File: src/rtl/watch_pkg.sv
// watch_pkg: shared types, constants and helpers for the watch time chain.
//   mode_e  : digit mode FSM states (RUN, SET)
//   deb_e   : button debounce FSM states (IDLE, WAIT_HI, PRESSED, WAIT_LO)
//   *_MOD   : default modulo values for the standard watch digits
//   clog2   : ceiling log2, usable in constant expressions
package watch_pkg;
    typedef enum logic {RUN, SET} mode_e;
    typedef enum logic [1:0] {IDLE, WAIT_HI, PRESSED, WAIT_LO} deb_e;
    localparam int SEC_MOD       = 60;
    localparam int MIN_UNITS_MOD = 10;
    localparam int MIN_TENS_MOD  = 6;
    localparam int HOUR_MOD      = 24;
    function automatic int clog2(input int v);
        int r;
        r = 0;
        while ((64'd1 << r) < 64'(v)) r = r + 1;
        return r;
    endfunction
endpackage

File: src/rtl/button_debounce.sv
// button_debounce: 2-flop synchroniser, debounce FSM and optional auto-repeat.
//   clk_i           : system clock
//   rst_i           : asynchronous reset, active-high
//   button_i        : raw asynchronous push button, active-high
//   enable_repeat_i : allows auto-repeat pulses while the button is held
//   press_o         : one-cycle pulse per accepted press (plus repeats)
// Macro DIGCNT_AUTOREPEAT_EN adds a repeat pulse every REPEAT_CYC cycles
// while the button stays pressed and enable_repeat_i is high.
module button_debounce
    import watch_pkg::*;
#(
    parameter int DEBOUNCE_CYC = 4,
    parameter int REPEAT_CYC   = 8
) (
    input  logic clk_i,
    input  logic rst_i,
    input  logic button_i,
    input  logic enable_repeat_i,
    output logic press_o
);
    localparam int DW = clog2(DEBOUNCE_CYC + 1);
    localparam logic [DW-1:0] D_LAST = DW'(DEBOUNCE_CYC - 1);
    logic meta, sync, armed, accept;
    logic [1:0] fill;
    deb_e state, state_next;
    logic [DW-1:0] cnt, cnt_next;
    // armed only rises once the synchroniser holds real samples and the
    // button reads released, so a button held through reset never fires.
    always_ff @(posedge clk_i or posedge rst_i) begin
        if (rst_i) begin
            meta  <= 1'b0;
            sync  <= 1'b0;
            fill  <= 2'b00;
            armed <= 1'b0;
            state <= IDLE;
            cnt   <= '0;
        end else begin
            meta  <= button_i;
            sync  <= meta;
            fill  <= {fill[0], 1'b1};
            armed <= armed | (fill[1] & ~sync);
            state <= state_next;
            cnt   <= cnt_next;
        end
    end
    // cnt counts stable samples including the one that left IDLE/PRESSED
    always_comb begin
        state_next = state;
        cnt_next   = cnt;
        case (state)
            IDLE:    if (sync && armed) begin state_next = WAIT_HI; cnt_next = DW'(1); end
            WAIT_HI: if (!sync) state_next = IDLE;
                     else if (cnt >= D_LAST) state_next = PRESSED;
                     else cnt_next = cnt + 1'b1;
            PRESSED: if (!sync) begin state_next = WAIT_LO; cnt_next = DW'(1); end
            WAIT_LO: if (sync) state_next = PRESSED;
                     else if (cnt >= D_LAST) state_next = IDLE;
                     else cnt_next = cnt + 1'b1;
            default: state_next = IDLE;
        endcase
    end
    always_comb accept = (state == WAIT_HI) && sync && (cnt >= D_LAST);
`ifdef DIGCNT_AUTOREPEAT_EN
    localparam int RW = (clog2(REPEAT_CYC) < 1) ? 1 : clog2(REPEAT_CYC);
    localparam logic [RW-1:0] R_LAST = RW'(REPEAT_CYC - 1);
    logic [RW-1:0] rcnt;
    logic holding, rep;
    assign holding = (state == PRESSED) && enable_repeat_i;
    assign rep     = holding && (rcnt == R_LAST);
    always_ff @(posedge clk_i or posedge rst_i) begin
        if (rst_i) rcnt <= '0;
        else rcnt <= (holding && !rep) ? rcnt + 1'b1 : '0;
    end
    assign press_o = accept | rep;
`else
    localparam int unused_repeat_cyc = REPEAT_CYC;
    logic unused_enable;
    assign unused_enable = enable_repeat_i;
    assign press_o = accept;
`endif
endmodule

File: src/rtl/digit_counter_mod.sv
// digit_counter_mod: modulo-MODULO watch digit with carry, half-rate toggle and set mode.
//   clk_i        : system clock
//   rst_i        : asynchronous reset, active-high
//   tick_i       : single-cycle count enable from upstream carry
//   clear_i      : synchronous clear to INIT
//   set_i        : level, high selects set mode
//   button_i     : raw push button, debounced internally
//   count_o      : current digit value
//   carry_o      : registered one-cycle pulse on wrap in RUN
//   half_o       : toggles at MODULO/2-1 and MODULO-1 on RUN ticks
//   set_active_o : high while the mode FSM is in SET
// Macro DIGCNT_AUTOREPEAT_EN enables button auto-repeat in SET mode.
module digit_counter_mod
    import watch_pkg::*;
#(
    parameter int WIDTH        = 4,
    parameter int MODULO       = 10,
    parameter int INIT         = 0,
    parameter int DEBOUNCE_CYC = 4,
    parameter int REPEAT_CYC   = 8
) (
    input  logic             clk_i,
    input  logic             rst_i,
    input  logic             tick_i,
    input  logic             clear_i,
    input  logic             set_i,
    input  logic             button_i,
    output logic [WIDTH-1:0] count_o,
    output logic             carry_o,
    output logic             half_o,
    output logic             set_active_o
);
    localparam logic [WIDTH-1:0] MAX    = WIDTH'(MODULO - 1);
    localparam logic [WIDTH-1:0] MID    = WIDTH'(MODULO / 2 - 1);
    localparam logic [WIDTH-1:0] INIT_V = WIDTH'(INIT);
    mode_e mode, mode_next;
    logic in_set, press;
    logic [WIDTH-1:0] count_inc;
    always_ff @(posedge clk_i or posedge rst_i) begin
        if (rst_i) begin
            mode         <= RUN;
            set_active_o <= 1'b0;
        end else begin
            mode         <= mode_next;
            set_active_o <= (mode_next == SET);
        end
    end
    always_comb mode_next = set_i ? SET : RUN;
    always_comb in_set = (mode == SET);
    button_debounce #(
        .DEBOUNCE_CYC(DEBOUNCE_CYC),
        .REPEAT_CYC  (REPEAT_CYC)
    ) u_debounce (
        .clk_i          (clk_i),
        .rst_i          (rst_i),
        .button_i       (button_i),
        .enable_repeat_i(in_set),
        .press_o        (press)
    );
    // wrap is decided by comparison so MODULO < 2^WIDTH never overflows
    assign count_inc = (count_o == MAX) ? '0 : count_o + 1'b1;
    // presses outside SET are dropped; in SET ticks are dropped
    always_ff @(posedge clk_i or posedge rst_i) begin
        if (rst_i) begin
            count_o <= INIT_V;
            carry_o <= 1'b0;
            half_o  <= 1'b1;
        end else if (clear_i) begin
            count_o <= INIT_V;
            carry_o <= 1'b0;
        end else if (in_set) begin
            carry_o <= 1'b0;
            if (press) count_o <= count_inc;
        end else begin
            carry_o <= tick_i && (count_o == MAX);
            if (tick_i) begin
                count_o <= count_inc;
                if (count_o == MID || count_o == MAX) half_o <= ~half_o;
            end
        end
    end
endmodule

File: config.mk
export PLATFORM = sky130hd
export DESIGN_NAME = digit_counter_mod
export DESIGN_NICKNAME = d
export VERILOG_FILES = /design/src/rtl/watch_pkg.sv /design/src/rtl/button_debounce.sv /design/src/rtl/digit_counter_mod.sv
export SDC_FILE = /design/constraint.sdc
export NUM_CORES = 1
export LEC_CHECK = 0
export ABC_AREA = 1
export CAP_MARGIN = 20
export CORE_MARGIN = 5
export CORE_UTILIZATION = 45
export DETAILED_ROUTE_END_ITERATION = 8
export PLACE_DENSITY = 0.71
export SKIP_CTS_REPAIR_TIMING = 1
export SYNTH_ARGS = -nofsm -noshare
export SYNTH_HDL_FRONTEND = slang
export SYNTH_SLANG_ARGS = --single-unit
File: constraint.sdc
create_clock -name clk_i -period 1.45 [get_ports clk_i]
set_input_delay 0.29 -clock clk_i [delete_from_list [all_inputs] [get_ports clk_i]]
set_output_delay 0.29 -clock clk_i [all_outputs]
set_load 0.1 [all_outputs]
# After elaboration in Yosys (flattened, before gate mapping)
# Cells that the tools add are included.
[op_classes]
n_bitwise = 6
n_eq_ne = 12
muxes = 21
addsub = 2
n_reduce_logical = 11
magnitude_cmp = 1
[op_table]
columns = ["cell", "n"]
rows = [
  ["4-bit 2-to-1 mux", 5],
  ["3-bit 2-to-1 mux", 5],
  ["2-bit 2-to-1 mux", 6],
  ["3-bit case mux with 4 select lines", 1],
  ["4-bit AND reduction", 3],
  ["2-bit case mux with 4 select lines", 1],
  ["4-bit by 1-bit adder with 4-bit output (second input constant)", 1],
  ["2-bit equality test (second input constant)", 2],
  ["4-bit by 3-bit equality test with 1-bit output (second input constant)", 1],
  ["4-bit equality test (second input constant)", 1],
  ["1-bit logical AND", 4],
  ["2-bit by 1-bit inequality test with 1-bit output (second input constant)", 2],
  ["2-bit inequality test (second input constant)", 2],
  ["1-bit NOT", 4],
  ["3-bit by 1-bit adder with 3-bit output (second input constant)", 1],
  ["3-bit by 2-bit >= comparator with 1-bit output (second input constant)", 1],
  ["1-bit 2-to-1 mux", 3],
  ["3-bit by 1-bit inequality test with 1-bit output (second input constant)", 1],
  ["3-bit by 2-bit inequality test with 1-bit output (second input constant)", 1],
  ["3-bit inequality test (second input constant)", 1],
  ["3-bit nonzero test", 1],
  ["2-bit by 1-bit equality test with 1-bit output (second input constant)", 1],
  ["2-bit logical NOT", 1],
  ["2-bit AND reduction", 1],
  ["other kinds (3)", 3],
]
[word_totals]
output_inout_bits = 7
inputBits = 6
regBits = 17

# Longest topological paths before layout
[depth]
ltp_word = 6
mapped_depth = 10
ltp_nobuf = 10

# By module
# A second synthesis with hierarchy kept.
[unflattened]
cells_unflattened = 100
area_unflattened_um2 = 885.8
[modules_own_cells]
columns = ["mod", "n_inst", "seq_area_each_um2", "area_each_um2", "cells_per_inst"]
rows = [
  ["digit_counter_mod", 1, 176.4, 466.7, 55],
  ["button_debounce", 1, 250.2, 419.2, 45],
]

# Worst setup path after synthesis
# No wires, ideal clock.
[synth_timing]
kind = "flip-flop to flip-flop"
from = "register count_o[0]"
to = "register count_o[0]"
arrival_ns = 1.691
path_slack_ns = -0.363
setup_time_ns = 0.121
path_stages_with_launch = 7
required_ns = 1.329
path_cell_list = "dfrtp_1 -> ha_1 -> nand3_2 -> nand2_2 -> nor2_1 -> nand2_1 -> nand2_1"
[synth_via]
elab_chain_cells = 5
elab_cells_between_ends = 7
classes_between = "add/sub: 1; eq/ne: 1; mux: 5"
[synth_rtl]
columns = ["item", "line", "rtl"]
rows = [
  ["start: declaration", "digit_counter_mod.sv:28", "output logic [WIDTH-1:0] count_o,"],
  ["start signal: assignment", "digit_counter_mod.sv:73", "if (press) count_o <= count_inc;"],
  ["start signal: assignment", "digit_counter_mod.sv:77", "count_o <= count_inc;"],
  ["4-bit by 1-bit adder with 4-bit output / 4-bit equality test (equally long branches)", "digit_counter_mod.sv:61", "assign count_inc = (count_o == MAX) ? '0 : count_o + 1'b1;"],
  ["4-bit 2-to-1 mux (*)", "digit_counter_mod.sv:61", ""],
  ["4-bit 2-to-1 mux, on equally long branches", "digit_counter_mod.sv:76, digit_counter_mod.sv:73", ""],
  ["4-bit 2-to-1 mux (*)", "digit_counter_mod.sv:71", "end else if (in_set) begin"],
  ["4-bit 2-to-1 mux (*)", "digit_counter_mod.sv:68", "end else if (clear_i) begin"],
]
# Every way passes the cells marked *; elsewhere a longest branch is shown, timed or not. The select of a mux whose other input is x is not followed.
# A chain may end at the register's enable or synchronous reset.

# Worst setup path after layout
[layout_timing]
from = "register u_debounce.cnt[0]"
to = "register u_debounce.cnt[1]"
[layout_via]
elab_chain_cells = 4
elab_cells_between_ends = 6
classes_between = "add/sub: 1; order compare: 1; mux: 4"
[layout_rtl]
columns = ["item", "line", "rtl"]
rows = [
  ["start: declaration", "button_debounce.sv:26", "logic [DW-1:0] cnt, cnt_next;"],
  ["start signal: assignment", "button_debounce.sv:43", "cnt <= cnt_next;"],
  ["3-bit by 1-bit adder with 3-bit output / 3-bit by 2-bit >= comparator with 1-bit output (equally long branches)", "-", ""],
  ["3-bit 2-to-1 mux (*)", "button_debounce.sv:53, button_debounce.sv:57", ""],
  ["3-bit 2-to-1 mux, on equally long branches", "button_debounce.sv:56, button_debounce.sv:52", ""],
  ["3-bit case mux with 4 select lines (*)", "button_debounce.sv:50", "case (state)"],
]
# Marked as above.

==> results.json <==
{
  "grt-ovfl-total": 0,
  "dp.cells": 135,
  "slowest_delay_ps": 410,
  "hpwl_um": 1244,
  "worstSetupEndpointType": "flop",
  "p_int_mw": 1.063,
  "coreArea_um2": 1764,
  "p_comb_share_pct": 49.3,
  "clk_latency_ps": 290,
  "clock.fmax_mhz": 697.5,
  "final_layout_size_suffix_gt1_share_pct": 37.07,
  "synth_ff_type": "dfrtp_1",
  "powerDensity_nw_per_um2": 1614,
  "synth_cell_types": 20,
  "drt_iter0_drc": 10,
  "status": "finished clean",
  "clock-sinks": 17,
  "cts_tree": "yes",
  "cts_made_buffers": 3,
  "routed_via_density": 4.801,
  "wl_per_cell_um": 11.42,
  "synth_edf_count": 0,
  "p_total_mw": 1.896,
  "r2r-start": "u_debounce.cnt[0]$_DFFE_PP0P_",
  "die_w_um": 53.58,
  "synth_warnings": 0,
  "rsz0062_at_grt": "yes",
  "num_vias": 677,
  "period_share_pct": 98.88,
  "p_seq_share_pct": 37.6,
  "worst_path_max_delay_cell": "dfrtp_1",
  "syn_nets": 107,
  "avgSynthCellArea_um2": 8.902,
  "ioPinCount": 13,
  "clock_skew_ps": 3.021,
  "drc": 0,
  "switching_share_pct": 43.91,
  "fin_ws_ps": 16.30,
  "dpl-instance-area_um2": 1100,
  "slew_viol_final": 0,
  "clock_tree.root_cell": "clkbuf_4",
  "wl_um": 1610,
  "yosys.area.top_type": "dfrtp_1",
  "syn-instance-count": 96,
  "p_switching_mw": 0.8325,
  "cp.arrival_ps": 1620,
  "dieHeight_um": 53.58,
  "grt_max_degree": 18,
  "stdcell_area_um2": 1175,
  "finalSetupViolCount": 0,
  "hold_viol_final": 0,
  "track_usage_pct": 13.42,
  "synth.most_common_cell": "nand2_1",
  "rows": 15,
  "cp_common_cell": "nand2_2",
  "synthArstFlopShare_pct": 100.0,
  "min_path_type": "in -> async",
  "dr.pass1.iters": 4,
  "clk_pin_slew_ps": 100,
  "die_area_um2": 2871,
  "synth-seq-cells": 17,
  "start_util_pct": 48.44,
  "period_minus_slack_ps": 1434,
  "worstSetupPathType": "reg -> reg",
  "grt_pass1_wl_um": 2725,
  "clkPwrFrac_pct": 13.2,
  "crit_start": "u_debounce.cnt[0]$_DFFE_PP0P_",
  "tns_ps": 0,
  "p_leak_nw": 0.5704,
  "nets": 128,
  "ys_seq_area_share_pct": 49.93,
  "synth_top_area_share_pct": 46.85,
  "ant_nets": 0,
  "syn_to_final_growth_pct": 37.48,
  "htreeDepth": 1,
  "crit_fanout": 6,
  "clk_path_buf_depth": 2,
  "worstPathCellList": "ha_2, ha_4, nor2_4, nand2_2, inv_2, nand2_2, nand2_4, nand2_4, nand2_2, nand2_2",
  "final_cells": 141,
  "drv_cap": 0,
  "portBuffers": 12,
  "grt_pass1_vias": 635,
  "synth_area_leaders": "dfrtp_1 (47%), nand2_1 (11%), ha_1 (7.3%)",
  "critPathLaunchType": "flop",
  "ys_top_cells_by_count": "nand2_1 (25), dfrtp_1 (16), inv_1 (13)",
  "antenna_cells": 0,
  "pre_cts_ws_ps": -12.73,
  "synth_area_um2": 854.6,
  "irDropWorstVdd_v": 0.0009674,
  "globalplace.congestion": 0.8370,
  "required_ps": 1640,
  "antenna_found_initial": 0
}
## cell usage in the layout (no fill, tap or decap)
cell,instances
a21o_2,1
a21oi_2,2
buf_12,7
buf_4,4
clkbuf_4,3
clkdlybuf4s50_1,5
clkinv_2,1
conb_1,1
dfrtp_1,11
dfrtp_2,4
dfrtp_4,1
dfstp_2,1
ha_1,3
ha_2,1
ha_4,1
inv_1,12
inv_2,3
nand2_1,21
nand2_2,7
nand2_4,2
nand3_1,10
nand3_2,2
nand4_1,1
nand4_2,1
nor2_1,6
nor2_2,1
nor2_4,1
o21ai_1,1
xnor2_1,1
xor2_1,1
## registers in the layout, summed over array words and instances, names as in the netlist, named ones only
| name | cells |
|---|---|
| u_debounce.state | 1 |
| u_debounce.fill | 2 |
| u_debounce.meta | 1 |
| half_o | 1 |
| u_debounce.sync | 1 |
| count_o | 4 |
| in_set | 1 |
| carry_o | 1 |
| u_debounce.cnt | 3 |
| u_debounce.armed | 1 |
## area by class of cell
type / count / area, µm²
inverters: 15 / 56.30
fillers: 164 / 589.3
well taps: 25 / 31.28
clock buffers: 3 / 22.52
flip-flops and latches: 17 / 435.4
clock inverters: 1 / 5.005
repair buffers: 16 / 220.2
multi-input cells: 64 / 404.1
## worst max-delay path: cells and delay by family (launching register included)
family	cells	cell delay, ps
and+or+nand+nor	7	520
adders and majority gates	2	350
DFF	1	410
buffers and inverters	1	50
## path summary, 6_finish.rpt
| path | cells after the start | slack, ps | endpoint |
|---|---|---|---|
| min | 3 | 290 | count_o[3]$_DFFE_PP0P_ |
| max in group asynchronous | 3 | 910 | half_o$_DFFE_PP1P_ |
| max | 10 | 20 | u_debounce.cnt[1]$_DFFE_PP0P_ |
| max reg2reg | 10 | 20 | u_debounce.cnt[1]$_DFFE_PP0P_ |
| min reg2reg | 0 | 360 | u_debounce.fill[1]$_DFF_PP0_ |
| min in group clk_i | 0 | 360 | u_debounce.fill[1]$_DFF_PP0_ |
## stage by stage
step	hold slack (ps)	utilization, %
2_1_floorplan	215.1	-
3_3_place_gp	331.4	62.34
3_5_place_dp	345.9	62.34
4_1_cts	301.5	63.90
5_1_grt	306.0	66.60
6_report	294.7	66.60
## cells by family after synthesis
kind of cell,Yosys count,share of synthesized area (%)
simple gates,52,30.02
compound gates,4,3.660
other cells,1,0.4388
flops,17,49.93
buf+inv,15,6.589
fa+ha+maj,5,7.321
xor+xnor,2,2.050
## power groups by stage
| stage | Combinational (mW) | Sequential [mW] | Clock (mW) |
|---|---|---|---|
| 2_1_floorplan | 0.407 | 0.855 | 0 |
| 3_3_place_gp | 0.777 | 0.712 | 0 |
| 3_5_place_dp | 0.800 | 0.716 | 0 |
| 4_1_cts | 0.804 | 0.706 | 0.259 |
| 5_1_grt | 1.03 | 0.727 | 0.284 |
| 6_report | 0.934 | 0.712 | 0.250 |
## metal layers
metal / track usage, % / up-vias / share of wire [%]
li1: - / 335 / -
met1: 16.08 / 324 / 42
met2: 21.84 / 14 / 53
met3: 4.986 / 4 / 4.1
met4: 5.106 / 0 / 1.4
met5: 0 / - / 0
Note: power is estimated with default switching activity, not from simulation.
